==> src/rtl/fc_sched_if.sv <==
`default_nettype none
// ============================================================================
// Module      : fc_sched_if
// Description : Bundle of all fc_sched control, X buffer, X FIFO, W request
//               and completion signals.
//               master : viewed from the feed controller
//               slave  : viewed from the surrounding datapath / environment
//   start/cfg_*              : operation launch and configuration
//   busy/done                : operation status
//   xbuf_rd_*                : X buffer read port (1-cycle read latency)
//   x_fifo_*                 : X FIFO write port with vector markers
//   w_req_*                  : W burst request handshake
//   mat_end_last             : final-vector-end pulse from the synchronizer
// Revision    : 1.0 - initial release
// ============================================================================
interface fc_sched_if #(
    parameter int X_ADDR_WIDTH = 12,
    parameter int LEN_WIDTH    = 16
);
    logic                    start;
    logic [X_ADDR_WIDTH-1:0] cfg_x_base;
    logic [LEN_WIDTH-1:0]    cfg_x_len;
    logic [LEN_WIDTH-1:0]    cfg_n_passes;
    logic                    busy;
    logic                    done;

    logic                    xbuf_rd_en;
    logic [X_ADDR_WIDTH-1:0] xbuf_rd_addr;
    logic [8:0]              xbuf_rd_data;

    logic                    x_fifo_prog_full;
    logic                    x_fifo_wr_en;
    logic [8:0]              x_fifo_din;
    logic                    x_fifo_din_vec_begin;
    logic                    x_fifo_din_vec_end;
    logic                    x_fifo_din_last;

    logic                    w_req_valid;
    logic                    w_req_ready;
    logic [LEN_WIDTH-1:0]    w_req_len;

    logic                    mat_end_last;

    modport master (
        input  start, cfg_x_base, cfg_x_len, cfg_n_passes,
        input  xbuf_rd_data, x_fifo_prog_full, w_req_ready, mat_end_last,
        output busy, done, xbuf_rd_en, xbuf_rd_addr,
        output x_fifo_wr_en, x_fifo_din, x_fifo_din_vec_begin,
        output x_fifo_din_vec_end, x_fifo_din_last,
        output w_req_valid, w_req_len
    );

    modport slave (
        output start, cfg_x_base, cfg_x_len, cfg_n_passes,
        output xbuf_rd_data, x_fifo_prog_full, w_req_ready, mat_end_last,
        input  busy, done, xbuf_rd_en, xbuf_rd_addr,
        input  x_fifo_wr_en, x_fifo_din, x_fifo_din_vec_begin,
        input  x_fifo_din_vec_end, x_fifo_din_last,
        input  w_req_valid, w_req_len
    );
endinterface
`default_nettype wire

==> src/rtl/fc_sched.sv <==
`default_nettype none
// ============================================================================
// Module      : fc_sched
// Description : FC-layer feed controller. On start it replays the resident X
//               vector once per output pass into the X FIFO (with
//               vec_begin / vec_end / last markers), issues one W burst
//               request per pass, then waits for the final vector end from
//               the PE-array input stage before pulsing done.
// Ports       : clk  - clock, rising edge
//               rst  - synchronous active-high reset
//               bus  - fc_sched_if.master (control, X buffer read, X FIFO
//                      write, W request handshake, mat_end_last)
// Revision    : 1.0 - initial release
// ============================================================================
module fc_sched #(
    parameter int X_ADDR_WIDTH = 12,
    parameter int LEN_WIDTH    = 16
) (
    input  wire logic  clk,
    input  wire logic  rst,
    fc_sched_if.master bus
);

    localparam logic [1:0] c_ST_IDLE  = 2'd0;
    localparam logic [1:0] c_ST_RUN   = 2'd1;
    localparam logic [1:0] c_ST_DRAIN = 2'd2;

    // Address arithmetic is done in the wider of the two widths and then
    // truncated, giving modulo-2^X_ADDR_WIDTH wrap of x_base + elem_idx.
    localparam int c_SUM_W = (X_ADDR_WIDTH > LEN_WIDTH) ? X_ADDR_WIDTH : LEN_WIDTH;

    // ------------------------------------------------------------------
    // State and datapath registers
    // ------------------------------------------------------------------
    logic [1:0]              r_state;
    logic [1:0]              w_state_nxt;
    logic                    w_done_nxt;

    logic [X_ADDR_WIDTH-1:0] r_x_base;
    logic [LEN_WIDTH-1:0]    r_x_len;
    logic [LEN_WIDTH-1:0]    r_n_passes;
    logic [LEN_WIDTH-1:0]    r_elem_idx;
    logic [LEN_WIDTH-1:0]    r_pass_idx;
    logic [LEN_WIDTH-1:0]    r_wreq_cnt;
    logic                    r_end_seen;
    logic                    r_done;

    logic                    r_wr_en;
    logic                    r_vec_begin;
    logic                    r_vec_end;
    logic                    r_last;

    // ------------------------------------------------------------------
    // Combinational decode
    // ------------------------------------------------------------------
    logic                    w_cfg_zero;
    logic                    w_start_ok;
    logic                    w_in_run;
    logic                    w_x_pending;
    logic                    w_issue;
    logic [LEN_WIDTH-1:0]    w_len_m1;
    logic [LEN_WIDTH-1:0]    w_pass_m1;
    logic                    w_elem_end;
    logic                    w_pass_final;
    logic                    w_wreq_pending;
    logic                    w_wreq_valid;
    logic                    w_wreq_fire;
    logic                    w_x_done;
    logic                    w_w_done;
    logic                    w_end_now;
    logic [c_SUM_W-1:0]      w_addr_sum;

    assign w_cfg_zero     = (bus.cfg_x_len == '0) || (bus.cfg_n_passes == '0);
    assign w_start_ok     = (r_state == c_ST_IDLE) && bus.start;
    assign w_in_run       = (r_state == c_ST_RUN);

    assign w_len_m1       = r_x_len - LEN_WIDTH'(1);
    assign w_pass_m1      = r_n_passes - LEN_WIDTH'(1);
    assign w_elem_end     = (r_elem_idx == w_len_m1);
    assign w_pass_final   = (r_pass_idx == w_pass_m1);

    // pass_idx reaches n_passes exactly when every X read has been issued.
    assign w_x_pending    = (r_pass_idx < r_n_passes);
    // prog_full leaves at least 2 free entries, so gating the read strobe
    // combinationally lets only the single in-flight element land after it.
    assign w_issue        = w_in_run && w_x_pending && !bus.x_fifo_prog_full;

    assign w_wreq_pending = (r_wreq_cnt < r_n_passes);
    assign w_wreq_valid   = w_in_run && w_wreq_pending;
    assign w_wreq_fire    = w_wreq_valid && bus.w_req_ready;

    // "Done" includes work completing in this very cycle so the final issue
    // and the final W handshake can coincide with the move to DRAIN.
    assign w_x_done       = !w_x_pending  || (w_issue && w_elem_end && w_pass_final);
    assign w_w_done       = !w_wreq_pending || (w_wreq_fire && (r_wreq_cnt == w_pass_m1));
    assign w_end_now      = r_end_seen || bus.mat_end_last;

    assign w_addr_sum     = c_SUM_W'(r_x_base) + c_SUM_W'(r_elem_idx);

    // ------------------------------------------------------------------
    // Next-state / control
    // ------------------------------------------------------------------
    always_comb begin
        w_state_nxt = r_state;
        w_done_nxt  = 1'b0;
        case (r_state)
            c_ST_IDLE: begin
                if (bus.start) begin
                    if (w_cfg_zero) begin
                        // Degenerate operation: nothing to move, report at once.
                        w_done_nxt = 1'b1;
                    end else begin
                        w_state_nxt = c_ST_RUN;
                    end
                end
            end
            c_ST_RUN: begin
                if (w_x_done && w_w_done) begin
                    w_state_nxt = c_ST_DRAIN;
                end
            end
            c_ST_DRAIN: begin
                if (w_end_now) begin
                    w_state_nxt = c_ST_IDLE;
                    w_done_nxt  = 1'b1;
                end
            end
            default: begin
                w_state_nxt = c_ST_IDLE;
            end
        endcase
    end

    // ------------------------------------------------------------------
    // Sequential state
    // ------------------------------------------------------------------
    always_ff @(posedge clk) begin
        if (rst) begin
            r_state     <= c_ST_IDLE;
            r_done      <= 1'b0;
            r_x_base    <= '0;
            r_x_len     <= '0;
            r_n_passes  <= '0;
            r_elem_idx  <= '0;
            r_pass_idx  <= '0;
            r_wreq_cnt  <= '0;
            r_end_seen  <= 1'b0;
            r_wr_en     <= 1'b0;
            r_vec_begin <= 1'b0;
            r_vec_end   <= 1'b0;
            r_last      <= 1'b0;
        end else begin
            r_state <= w_state_nxt;
            r_done  <= w_done_nxt;

            if (w_start_ok && !w_cfg_zero) begin
                r_x_base   <= bus.cfg_x_base;
                r_x_len    <= bus.cfg_x_len;
                r_n_passes <= bus.cfg_n_passes;
                r_elem_idx <= '0;
                r_pass_idx <= '0;
                r_wreq_cnt <= '0;
                r_end_seen <= 1'b0;
            end else begin
                if (w_issue) begin
                    if (w_elem_end) begin
                        r_elem_idx <= '0;
                        r_pass_idx <= r_pass_idx + LEN_WIDTH'(1);
                    end else begin
                        r_elem_idx <= r_elem_idx + LEN_WIDTH'(1);
                    end
                end
                if (w_wreq_fire) begin
                    r_wreq_cnt <= r_wreq_cnt + LEN_WIDTH'(1);
                end
                if (bus.mat_end_last && (r_state != c_ST_IDLE)) begin
                    r_end_seen <= 1'b1;
                end
            end

            // Write strobe and markers travel one cycle behind the read so
            // they line up with the X buffer's read data.
            r_wr_en     <= w_issue;
            r_vec_begin <= w_issue && (r_elem_idx == '0);
            r_vec_end   <= w_issue && w_elem_end;
            r_last      <= w_issue && w_elem_end && w_pass_final;
        end
    end

    // ------------------------------------------------------------------
    // Outputs
    // ------------------------------------------------------------------
    assign bus.busy                 = (r_state != c_ST_IDLE);
    assign bus.done                 = r_done;
    assign bus.xbuf_rd_en           = w_issue;
    assign bus.xbuf_rd_addr         = w_addr_sum[X_ADDR_WIDTH-1:0];
    assign bus.x_fifo_wr_en         = r_wr_en;
    // Read data arrives in the write cycle; zero it when no write is active.
    assign bus.x_fifo_din           = r_wr_en ? bus.xbuf_rd_data : 9'd0;
    assign bus.x_fifo_din_vec_begin = r_vec_begin;
    assign bus.x_fifo_din_vec_end   = r_vec_end;
    assign bus.x_fifo_din_last      = r_last;
    assign bus.w_req_valid          = w_wreq_valid;
    assign bus.w_req_len            = r_x_len;

endmodule
`default_nettype wire

==> src/flat_wrapper.sv <==
// flat-port wrapper written by rule: the top's interface ports become plain ports
module fc_sched_flat 
#(
    parameter int X_ADDR_WIDTH = 12,
    parameter int LEN_WIDTH    = 16
)
  (clk, rst, bus_start, bus_cfg_x_base, bus_cfg_x_len, bus_cfg_n_passes, bus_xbuf_rd_data, bus_x_fifo_prog_full, bus_w_req_ready, bus_mat_end_last, bus_busy, bus_done, bus_xbuf_rd_en, bus_xbuf_rd_addr, bus_x_fifo_wr_en, bus_x_fifo_din, bus_x_fifo_din_vec_begin, bus_x_fifo_din_vec_end, bus_x_fifo_din_last, bus_w_req_valid, bus_w_req_len);
  fc_sched_if #(.X_ADDR_WIDTH(X_ADDR_WIDTH), .LEN_WIDTH(LEN_WIDTH)) bus_i ();
  input  wire logic clk;
  input  wire logic rst;
  input wire logic [$bits(bus_i.start)-1:0] bus_start;
  input wire logic [$bits(bus_i.cfg_x_base)-1:0] bus_cfg_x_base;
  input wire logic [$bits(bus_i.cfg_x_len)-1:0] bus_cfg_x_len;
  input wire logic [$bits(bus_i.cfg_n_passes)-1:0] bus_cfg_n_passes;
  input wire logic [$bits(bus_i.xbuf_rd_data)-1:0] bus_xbuf_rd_data;
  input wire logic [$bits(bus_i.x_fifo_prog_full)-1:0] bus_x_fifo_prog_full;
  input wire logic [$bits(bus_i.w_req_ready)-1:0] bus_w_req_ready;
  input wire logic [$bits(bus_i.mat_end_last)-1:0] bus_mat_end_last;
  output wire logic [$bits(bus_i.busy)-1:0] bus_busy;
  output wire logic [$bits(bus_i.done)-1:0] bus_done;
  output wire logic [$bits(bus_i.xbuf_rd_en)-1:0] bus_xbuf_rd_en;
  output wire logic [$bits(bus_i.xbuf_rd_addr)-1:0] bus_xbuf_rd_addr;
  output wire logic [$bits(bus_i.x_fifo_wr_en)-1:0] bus_x_fifo_wr_en;
  output wire logic [$bits(bus_i.x_fifo_din)-1:0] bus_x_fifo_din;
  output wire logic [$bits(bus_i.x_fifo_din_vec_begin)-1:0] bus_x_fifo_din_vec_begin;
  output wire logic [$bits(bus_i.x_fifo_din_vec_end)-1:0] bus_x_fifo_din_vec_end;
  output wire logic [$bits(bus_i.x_fifo_din_last)-1:0] bus_x_fifo_din_last;
  output wire logic [$bits(bus_i.w_req_valid)-1:0] bus_w_req_valid;
  output wire logic [$bits(bus_i.w_req_len)-1:0] bus_w_req_len;
  assign bus_i.start = bus_start;
  assign bus_i.cfg_x_base = bus_cfg_x_base;
  assign bus_i.cfg_x_len = bus_cfg_x_len;
  assign bus_i.cfg_n_passes = bus_cfg_n_passes;
  assign bus_i.xbuf_rd_data = bus_xbuf_rd_data;
  assign bus_i.x_fifo_prog_full = bus_x_fifo_prog_full;
  assign bus_i.w_req_ready = bus_w_req_ready;
  assign bus_i.mat_end_last = bus_mat_end_last;
  assign bus_busy = bus_i.busy;
  assign bus_done = bus_i.done;
  assign bus_xbuf_rd_en = bus_i.xbuf_rd_en;
  assign bus_xbuf_rd_addr = bus_i.xbuf_rd_addr;
  assign bus_x_fifo_wr_en = bus_i.x_fifo_wr_en;
  assign bus_x_fifo_din = bus_i.x_fifo_din;
  assign bus_x_fifo_din_vec_begin = bus_i.x_fifo_din_vec_begin;
  assign bus_x_fifo_din_vec_end = bus_i.x_fifo_din_vec_end;
  assign bus_x_fifo_din_last = bus_i.x_fifo_din_last;
  assign bus_w_req_valid = bus_i.w_req_valid;
  assign bus_w_req_len = bus_i.w_req_len;
  fc_sched #(.X_ADDR_WIDTH(X_ADDR_WIDTH), .LEN_WIDTH(LEN_WIDTH)) u_core (.clk(clk), .rst(rst), .bus(bus_i));
endmodule
==> config.mk <==
export PLATFORM = sky130hd
export DESIGN_NAME = fc_sched_flat
export DESIGN_NICKNAME = d
export VERILOG_FILES = /design/src/rtl/fc_sched_if.sv /design/src/rtl/fc_sched.sv /design/src/flat_wrapper.sv
export SDC_FILE = /design/constraint.sdc
export NUM_CORES = 1
export LEC_CHECK = 0
export BUFFER_PORTS_ARGS = -buffer_cell sky130_fd_sc_hd__buf_2
export CORE_ASPECT_RATIO = 0.6
export CORE_MARGIN = 2
export CORE_UTILIZATION = 50
export DETAILED_ROUTE_END_ITERATION = 10
export GPL_TIMING_DRIVEN = 0
export PLACE_DENSITY = 0.71
export SYNTH_ARGS = -nofsm -noshare
export SYNTH_HDL_FRONTEND = slang
export SYNTH_SLANG_ARGS = --single-unit
==> constraint.sdc <==
create_clock -name clk -period 3.8 [get_ports clk]
set_clock_uncertainty 0.05 [all_clocks]
set_input_delay 0.76 -clock clk [delete_from_list [all_inputs] [get_ports clk]]
set_output_delay 0.76 -clock clk [all_outputs]
set_load 0.03 [all_outputs]
==> impl_metrics.ini, run 1 <==
[logic_synthesis]
netlist_area_um2 = 7081
yosysTopAreaCellShare = 0.2827
synth_top_area_cell = dfxtp_1
synthFlopType = dfxtp_1
yosys-top-cells-area = dfxtp_1 28%, ha_1 8.7%, xnor2_1 7.2%, nand2_1 6.9%, a21oi_1 6.1%
async_flop_share = 0
synth_edf_count = 0
synth_xor_area_frac = 0.1025
synth_adder_area_share = 0.08942
synth_compound_area_frac = 0.1804
ys_warn_count = 0
netlist-cell-type-count = 71
synth_top_family_by_area = simple AND/OR/NAND/NOR gates
syn_nets = 1024
muxShareOfSynthArea = 0.007068
syn_avg_cell_area_um2 = 7.738
synthCells = 915
synthSimpleGateAreaFrac = 0.2787
ys_seq_elements = 100
synth.yosys.seq_area_share = 0.2827

[final_layout]
n_antenna_cell = 0
final_cell_mix = 130 x nand2_1, 107 x buf_2, 96 x dfxtp_1, 86 x a21oi_1, 58 x xnor2_1
area_growth_pct = 15.34
register_area_um2 = 2009
layout.nets = 1134
multi_input_area_um2 = 4697
fillers = 1283
drive_above_1_share = 0.1447
layout_commonest_cell = nand2_1

[worst_setup_path]
crit_path_end_kind = primary output
crit_chain = clkbuf_1 -> inv_1 -> ha_1 -> nor2b_1 -> o21ai_0 -> a21oi_1 -> o31ai_4 -> nand2_1 -> inv_1 -> buf_2
cpMostUsedCell = inv_1
path_class = register to primary output
cpMaxStageDelayCell = dfxtp_1
worstPathArrival_ns = 2.84
crit_required_ns = 2.99
slowest_delay_ns = 0.32
cp-start-kind = register
crit_fanout = 7

[power_and_ir_drop]
p_total_mw = 3.553
p_leak_nw = 3.175
worst_ir_drop_vdd_mv = 0.2324
p_per_area_nw_per_um2 = 435.1

[floorplanning]
dieArea_um2 = 15160
start_util = 0.5150
rows = 33
die-width_um = 157.6
ios = 104
die_h_um = 96.18
core-area_um2 = 13750

[sta]
min_period_ns = 3.652
finalSetupTns_ns = 0
max_slew_margin = 0.09577
hold_violations = 0
worst_pin_slew_ns = 1.346
fin_crit_sh = 0.9610
clock.fmax_ghz = 0.2738
whs_ns = 0.4144
rsz0062_at_grt = false
slew_viol_final = 0
setup_viol = 0

[clock_network]
cts-buffers-inserted = 9
cts.path.max_buffers = 2
cts_tree = yes
clk_latency_ns = 0.36
cts.sinks = 100
clkTransAtPathRegs_ns = 0.08
holdBufCountCts = 0
cts_root_buf = clkbuf_16
htree_levels = 3

[drt]
vias_per_cell = 5.856
drc = 0
routedWlPerCell_um = 17.63
vias = 7156
drtIter0Drc = 708
routed_wl_um = 21540
drt-pass1-iter-count = 5
ant_nets = 0

[global_route]
grt_max_degree = 20
grt_pass1_wl_um = 33000
grt_pass1_vias = 6066
grt_usage = 0.2847
antenna_found_initial = 0
grt_overflow = 0

[run_status]
outcome = completed

[placement]
dp_hpwl_um = 17100
place_congestion = 0.9761
io_buffers = 102

[job]
max_cap_violations = 0

[worst_hold_path]
hold_path.class = register to register
[worst paths after layout]
check | from | end | slack [ns] | cells after the start
setup / recovery | u_core.r_n_passes[10] | bus_xbuf_rd_en | 0.15 | 10
hold / removal | u_core.r_x_base[6] | u_core.r_x_base[6] | 0.41 | 2
setup reg to reg | u_core.bus.w_req_len[0] | u_core.r_elem_idx[9] | 0.17 | 14
hold reg to reg | u_core.r_x_base[6] | u_core.r_x_base[6] | 0.41 | 2
[kinds of logic after synthesis]
family	count (synthesis)
xor gates and xnor gates	78
and+or+nand+nor	376
adders and majority gates	50
DFF	100
muxes	5
buffers and inverters	106
AOI/OAI and AO/OA	200
[flip-flops by register name, summed over array words and instances (netlist names)]
register                         count
u_core.bus.done                      1
u_core.bus.w_req_len                16
u_core.bus.x_fifo_din_last           1
u_core.bus.x_fifo_din_vec_begin      1
u_core.bus.x_fifo_din_vec_end        1
u_core.bus.x_fifo_wr_en              1
u_core.r_elem_idx                   16
u_core.r_end_seen                    1
u_core.r_n_passes                   16
u_core.r_pass_idx                   16
u_core.r_state                       2
u_core.r_wreq_cnt                   16
u_core.r_x_base                     12
[critical path: cells and delay by family, from the launching register on]
kind	cells	cell delay, ns
flops	1	0.32
simple gates	2	0.29
fa+ha+maj	1	0.32
buf+inv	4	0.96
compound gates	3	0.60
[routing by layer]
| metal | up-vias | track usage | wire length [um] |
|---|---|---|---|
| met1 | 3285 | 0.4823 | 11370 |
| met5 | - | 0 | 0 |
| met4 | 0 | 0.04091 | 125 |
| li1 | 3504 | - | - |
| met3 | 11 | 0.06799 | 2467 |
| met2 | 356 | 0.3457 | 7580 |
[repair_timing]
item,4_1_cts,5_1_grt
hold endpoints to repair,0,0
endpoints found under the setup margin,2,20
pin swaps,2,2
setup buffers,2,0
resized for setup,6,12
[Yosys cell counts (3+ instances only)]
cell,number
o21ai_1,8
buf_2,5
inv_1,51
nand2b_1,9
nand3_1,28
or4_1,18
and3_1,14
xor2_1,17
clkbuf_1,45
nor3_1,16
o31ai_1,17
a2111oi_0,3
o211ai_1,11
nand2_1,130
o21a_1,4
ha_1,49
and4_1,5
a21o_1,4
and2_1,16
nor2b_1,9
nor4b_1,15
xnor2_1,58
nor2_1,46
a31oi_1,3
mux2i_1,5
a211oi_1,7
or3_1,15
nor4_1,21
o21ai_0,25
a221oi_1,3
o311ai_0,3
a21oi_1,86
nand4_1,20
dfxtp_1,100
[layout make-up]
cell class / instances / area share
flip-flops and latches: 100 / 0.2461
plain buffers: 49 / 0.02513
well taps: 192 / 0.02942
inverters: 52 / 0.02405
repair buffers: 104 / 0.06435
multi-input cells: 709 / 0.5751
clock inverters: 7 / 0.008273
clock buffers: 9 / 0.02758
[stage by stage]
stage          area [um^2]  utilization  worst slack [ns]  std cells
2_1_floorplan         7081            -            0.4554        915
3_3_place_gp          7831       0.5696          -0.03477       1209
3_5_place_dp          7831       0.5696          -0.05082       1209
4_1_cts               8133       0.5915          0.003334       1224
5_1_grt               8167       0.5940          0.002043       1222
6_report              8167       0.5940            0.1483       1222
[where the power goes]
part | switching [mW] | total (mW) | leakage (nW) | internal, mW
logic | 0.895 | 1.41 | 2.21 | 0.513
clock network | 0.467 | 0.930 | 0.145 | 0.463
registers | 0.0927 | 1.22 | 0.815 | 1.12
Note: power is estimated with default switching activity, not from simulation.
==> run 2: changes to the inputs <==
--- a/config.mk
+++ b/config.mk
@@ -6,4 +6,5 @@
 export NUM_CORES = 1
 export LEC_CHECK = 0
+export ABC_AREA = 1
 export BUFFER_PORTS_ARGS = -buffer_cell sky130_fd_sc_hd__buf_2
 export CORE_ASPECT_RATIO = 0.6
==> constraint.sdc (replaced) <==
create_clock -name clk -period 3.8 [get_ports clk]
set_clock_uncertainty 0.05 [all_clocks]
set_input_delay 0.38 -clock clk [delete_from_list [all_inputs] [get_ports clk]]
set_output_delay 0.38 -clock clk [all_outputs]
set_load 0.03 [all_outputs]
==> impl_metrics.ini, run 2 <==
[logic_synthesis]
netlist_area_um2 = 7485
synthTopCellsByCount = 304 x nand2_1, 145 x inv_1, 113 x a21oi_1
yosysTopAreaCellShare = 0.2675
synth.yosys.seq_area_share = 0.2675
yosys-top-cells-area = dfxtp_1 27%, nand2_1 15%, ha_1 8.2%, a21oi_1 7.6%, inv_1 7.3%
ys_seq_elements = 100
syn_nets = 1290
syn_avg_cell_area_um2 = 6.338
ys_warn_count = 0
synth_edf_count = 0
synthFlopType = dfxtp_1
async_flop_share = 0
netlist-cell-type-count = 41
synthCells = 1181
synth_most_common_cell = nand2_1
synth_top_area_cell = dfxtp_1

[drt]
vias = 8384
drtIter0Drc = 997
drt-pass1-iter-count = 5
ant_nets = 0
routedWlPerCell_um = 16.71
vias_per_cell = 5.597
drc = 0
routed_wl_um = 25030

[floorplanning]
die-width_um = 162.0
core-area_um2 = 14550
dieArea_um2 = 16000
start_util = 0.5144
ios = 104
die_h_um = 98.77
rows = 34

[worst_hold_path]
hold_path.class = primary input to register
min_path_cells = 3

[worst_setup_path]
slowest_delay_ns = 0.49
startpoint = u_core.r_n_passes[13]
crit_buf_inv = 3
crit_fanout = 8
path_class = register to primary output
r2r_slack_ns = 0.52
cpMaxStageDelayCell = a211oi_1
reg2regPathDepth = 10
cpMostUsedCell = inv_1
r2r-end = u_core.r_elem_idx[5]
crit_required_ns = 3.37
crit_path_end_kind = primary output
cp-start-kind = register
path_delay_family = buffers and inverters
endpoint = bus_xbuf_rd_en
reg2reg_from = u_core.r_n_passes[13]
worstPathArrival_ns = 3.10
crit_chain = inv_1 -> ha_1 -> a21oi_1 -> nor2_1 -> a211oi_1 -> nand4_2 -> inv_1 -> buf_2
cp.depth = 8

[power_and_ir_drop]
worst_ir_drop_vdd_mv = 0.2092
p_leak_nw = 3.962
p_per_area_nw_per_um2 = 337.5

[clock_network]
cts_resized = 0
cts_tree = yes
cts_root_buf = clkbuf_16
htree_levels = 3
post-cts-setup-buffers = 0
cts.path.max_buffers = 2
holdBufCountCts = 0
clk_latency_ns = 0.36
cts-buffers-inserted = 9
clkTransAtPathRegs_ns = 0.08
cts.sinks = 100

[sta]
setup_viol = 0
hold_violations = 0
finalSetupTns_ns = 0
min_period_ns = 3.530
clock.fmax_ghz = 0.2833
fin_crit_sh = 0.9289
slew_viol_final = 0
max_slew_margin = 0.3742
worst_pin_slew_ns = 0.9301
rsz0062_at_grt = false

[global_route]
grt_max_degree = 20
grt_pass1_vias = 7131
grt_usage = 0.3130
grt_pass1_wl_um = 38830
antenna_found_initial = 0
grt_overflow = 0

[final_layout]
drive_above_1_share = 0.1208
n_antenna_cell = 0
area_growth_pct = 14.28
layout.nets = 1404
fillers = 1505
fin_area_um2 = 8553
final_cell_mix = 304 x nand2_1, 145 x inv_1, 113 x a21oi_1, 107 x nor2_1, 107 x buf_2
layout_commonest_cell = nand2_1

[placement]
io_buffers = 103
place_congestion = 0.9576
post_dp_cell_area_um2 = 8248
dp_hpwl_um = 20340

[job]
max_cap_violations = 0

[run_status]
outcome = completed
-- run 2: report_power, final --
part,leakage (nW),switching (mW),internal [mW]
registers,0.815,0.0515,1.09
logic,3.00,0.536,0.237
clock network,0.147,0.490,0.485
total,3.96,1.08,1.81
-- run 2: routing by layer --
metal	track usage	share of wire
met4	0.04697	0.0087
met2	0.3974	0.36
met3	0.08754	0.13
met1	0.5131	0.50
met5	0	0
-- run 2: kinds of logic (layout without fill, tap and decap cells) --
| logic type | Yosys count | after routing | share of synthesized area |
|---|---|---|---|
| AOI/OAI and AO/OA | 182 | 182 | 0.1259 |
| xor gates and xnor gates | 46 | 46 | 0.05383 |
| adders and majority gates | 50 | 50 | 0.08459 |
| buffers and inverters | 176 | 295 | 0.09110 |
| DFF | 100 | 100 | 0.2675 |
| and+or+nand+nor | 627 | 627 | 0.3771 |
-- run 2: how the worst min path moves through the flow --
stage	startpoint	to	slack [ns]
global route	bus_cfg_x_base[10]	u_core.r_x_base[10]	0.23
CTS	bus_cfg_x_base[8]	u_core.r_x_base[8]	0.23
floorplan	u_core.r_x_base[0]	u_core.r_x_base[0]	0.39
detailed placement	u_core.r_x_base[0]	u_core.r_x_base[0]	0.41
global placement	u_core.r_x_base[5]	u_core.r_x_base[5]	0.41
finish	bus_cfg_x_base[8]	u_core.r_x_base[8]	0.23
-- run 2: per-stage QoR --
step	cells	hold slack [ns]	power [mW]	util	setup WS, ns
2_1_floorplan	1181	0.3934	1.676	-	1.172
3_3_place_gp	1482	0.4076	1.900	0.5669	0.6049
3_5_place_dp	1482	0.4116	1.910	0.5669	0.6010
4_1_cts	1498	0.2335	2.867	0.5879	0.3387
5_1_grt	1498	0.2343	3.026	0.5879	0.1151
6_report	1498	0.2314	2.887	0.5879	0.2703
-- run 2: worst reg2reg max path, cell delays in order (launching register included) --
cell and delay [ns]:
dfxtp_1 0.42, inv_1 0.15, ha_1 0.32, a21oi_1 0.15, nor2_1 0.06, a211oi_1 0.49
nand4_2 0.47, inv_1 0.42, nand3_1 0.28, nand2_2 0.27, nor3_1 0.08
-- run 2: area by class of cell --
| cell class | count | area (um^2) | area share |
|---|---|---|---|
| multi-input cells | 905 | 4801 | 0.5613 |
| flip-flops and latches | 100 | 2002 | 0.2341 |
| inverters | 151 | 566.8 | 0.06627 |
| repair buffers | 103 | 515.5 | 0.06027 |
| well taps | 198 | 247.7 | 0.02896 |
| clock buffers | 10 | 239.0 | 0.02794 |
| plain buffers | 25 | 115.1 | 0.01346 |
| clock inverters | 6 | 66.31 | 0.007753 |
==> run 3: changes to the inputs <==
CELL_PAD_IN_SITES_DETAIL_PLACEMENT = 2   (was not set)
CELL_PAD_IN_SITES_GLOBAL_PLACEMENT = 2   (was not set)
CORE_UTILIZATION = 31   (was 50)
PLACE_DENSITY = not set   (was 0.71)
PLACE_DENSITY_LB_ADDON = 0.1   (was not set)
==> impl_metrics.ini, run 3 (synthesized netlist as in run 2, its figures left out) <==
[placement]
dpl_worst_slack_ns = 0.06004
dp_hpwl_um = 27890
place_congestion = 0.9086
io_buffers = 103
post_dp_cell_area_um2 = 8394

[global_route]
grt_max_degree = 18
grt_usage = 0.2661
grt_pass1_vias = 8787
grt_overflow = 0
antenna_found_initial = 0
grt_pass1_wl_um = 51550

[drt]
drc = 0
routed_wl_um = 33380
vias_per_cell = 5.247
vias = 8474
drtIter0Drc = 548
routedWlPerCell_um = 20.67
drt-pass1-iter-count = 4
ant_nets = 0

[power_and_ir_drop]
p_per_area_nw_per_um2 = 337.2
p_leak_nw = 3.942
p_total_mw = 2.924
worst_ir_drop_vdd_mv = 0.2234

[sta]
fin_crit_sh = 0.9450
rsz0062_at_grt = false
finalSetupTns_ns = 0
whs_ns = 0.2246
fin_ws_ns = 0.2089
worst_pin_slew_ns = 0.9579
setup_viol = 0
min_period_ns = 3.591
hold_violations = 0
slew_viol_final = 0
clock.fmax_ghz = 0.2785
max_slew_margin = 0.3555

[final_layout]
layout_commonest_cell = nand2_1
layout.nets = 1404
drive_above_1_share = 0.1208
fin_area_um2 = 8672
final_cell_mix = 304 x nand2_1, 145 x inv_1, 113 x a21oi_1, 107 x nor2_1, 107 x buf_2
n_antenna_cell = 0
area_growth_pct = 15.86

[clock_network]
post-cts-setup-buffers = 0
htree_levels = 3
cts-buffers-inserted = 9
cts.path.max_buffers = 2
cts.sinks = 100
clk_latency_ns = 0.38
cts_resized = 0
holdBufCountCts = 0
clkTransAtPathRegs_ns = 0.08
cts_tree = yes
cts_root_buf = clkbuf_16

[floorplanning]
die_h_um = 124.4
dieArea_um2 = 25440
rows = 43
ios = 104
start_util = 0.3198
core-area_um2 = 23400
die-width_um = 204.6

[worst_hold_path]
worstHoldStart = bus_cfg_x_base[11]
hold_path.class = primary input to register

[worst_setup_path]
path_class = register to primary output
crit_required_ns = 3.37
cpMaxStageDelayCell = a211oi_1
worstPathArrival_ns = 3.16
cp-start-kind = register
path_delay_family = buffers and inverters
cpMostUsedCell = inv_1
reg2reg_from = u_core.r_n_passes[13]
crit_buf_inv = 3
crit_path_end_kind = primary output
crit_fanout = 8
crit_chain = inv_1 -> ha_1 -> a21oi_1 -> nor2_1 -> a211oi_1 -> nand4_2 -> inv_1 -> buf_2
slowest_delay_ns = 0.52
startpoint = u_core.r_n_passes[13]

[job]
max_cap_violations = 0

[run_status]
outcome = completed
==> run 3: final timing paths <==
kind                                             end  depth (start not counted)  slack [ns]
worst min register to register    u_core.r_x_base[7]                          2        0.43
worst max register to register  u_core.r_elem_idx[8]                         10        0.52
worst min-delay path             u_core.r_x_base[11]                          3        0.22
worst max-delay path                  bus_xbuf_rd_en                          8        0.21
==> run 3: routing by layer <==
layer	up-vias	global-route usage	part of all wire
li1	4128	-	-
met1	4125	0.4395	0.56
met2	199	0.3492	0.37
met3	22	0.04265	0.055
met4	0	0.04731	0.011
met5	-	0	0
==> run 3: layout make-up <==
class	instances	area (um^2)
tap	315	394.1
multi-input combinational	905	4801
clock buffer	10	229.0
fill	2935	14730
inverter	151	566.8
buffer	25	115.1
sequential	100	2003
timing repair buffer	103	515.5
clock inverter	6	47.55
==> run 3: worst reg2reg max path, delay by kind of cell (launching register included) <==
family | cells | cell delay (ns)
and+or+nand+nor | 5 | 1.17
AOI/OAI and AO/OA | 2 | 0.67
buffers and inverters | 2 | 0.56
DFF | 1 | 0.42
adders and majority gates | 1 | 0.32
==> run 3: power breakdown <==
part	switching (mW)	internal, mW	total [mW]
Combinational	0.586	0.238	0.824
Clock	0.505	0.453	0.957
Sequential	0.0553	1.09	1.14
==> run 3: through the flow <==
step           std cells    util
2_1_floorplan       1181       -
3_3_place_gp        1599  0.3587
3_5_place_dp        1599  0.3587
4_1_cts             1615  0.3705
5_1_grt             1615  0.3705
6_report            1615  0.3705
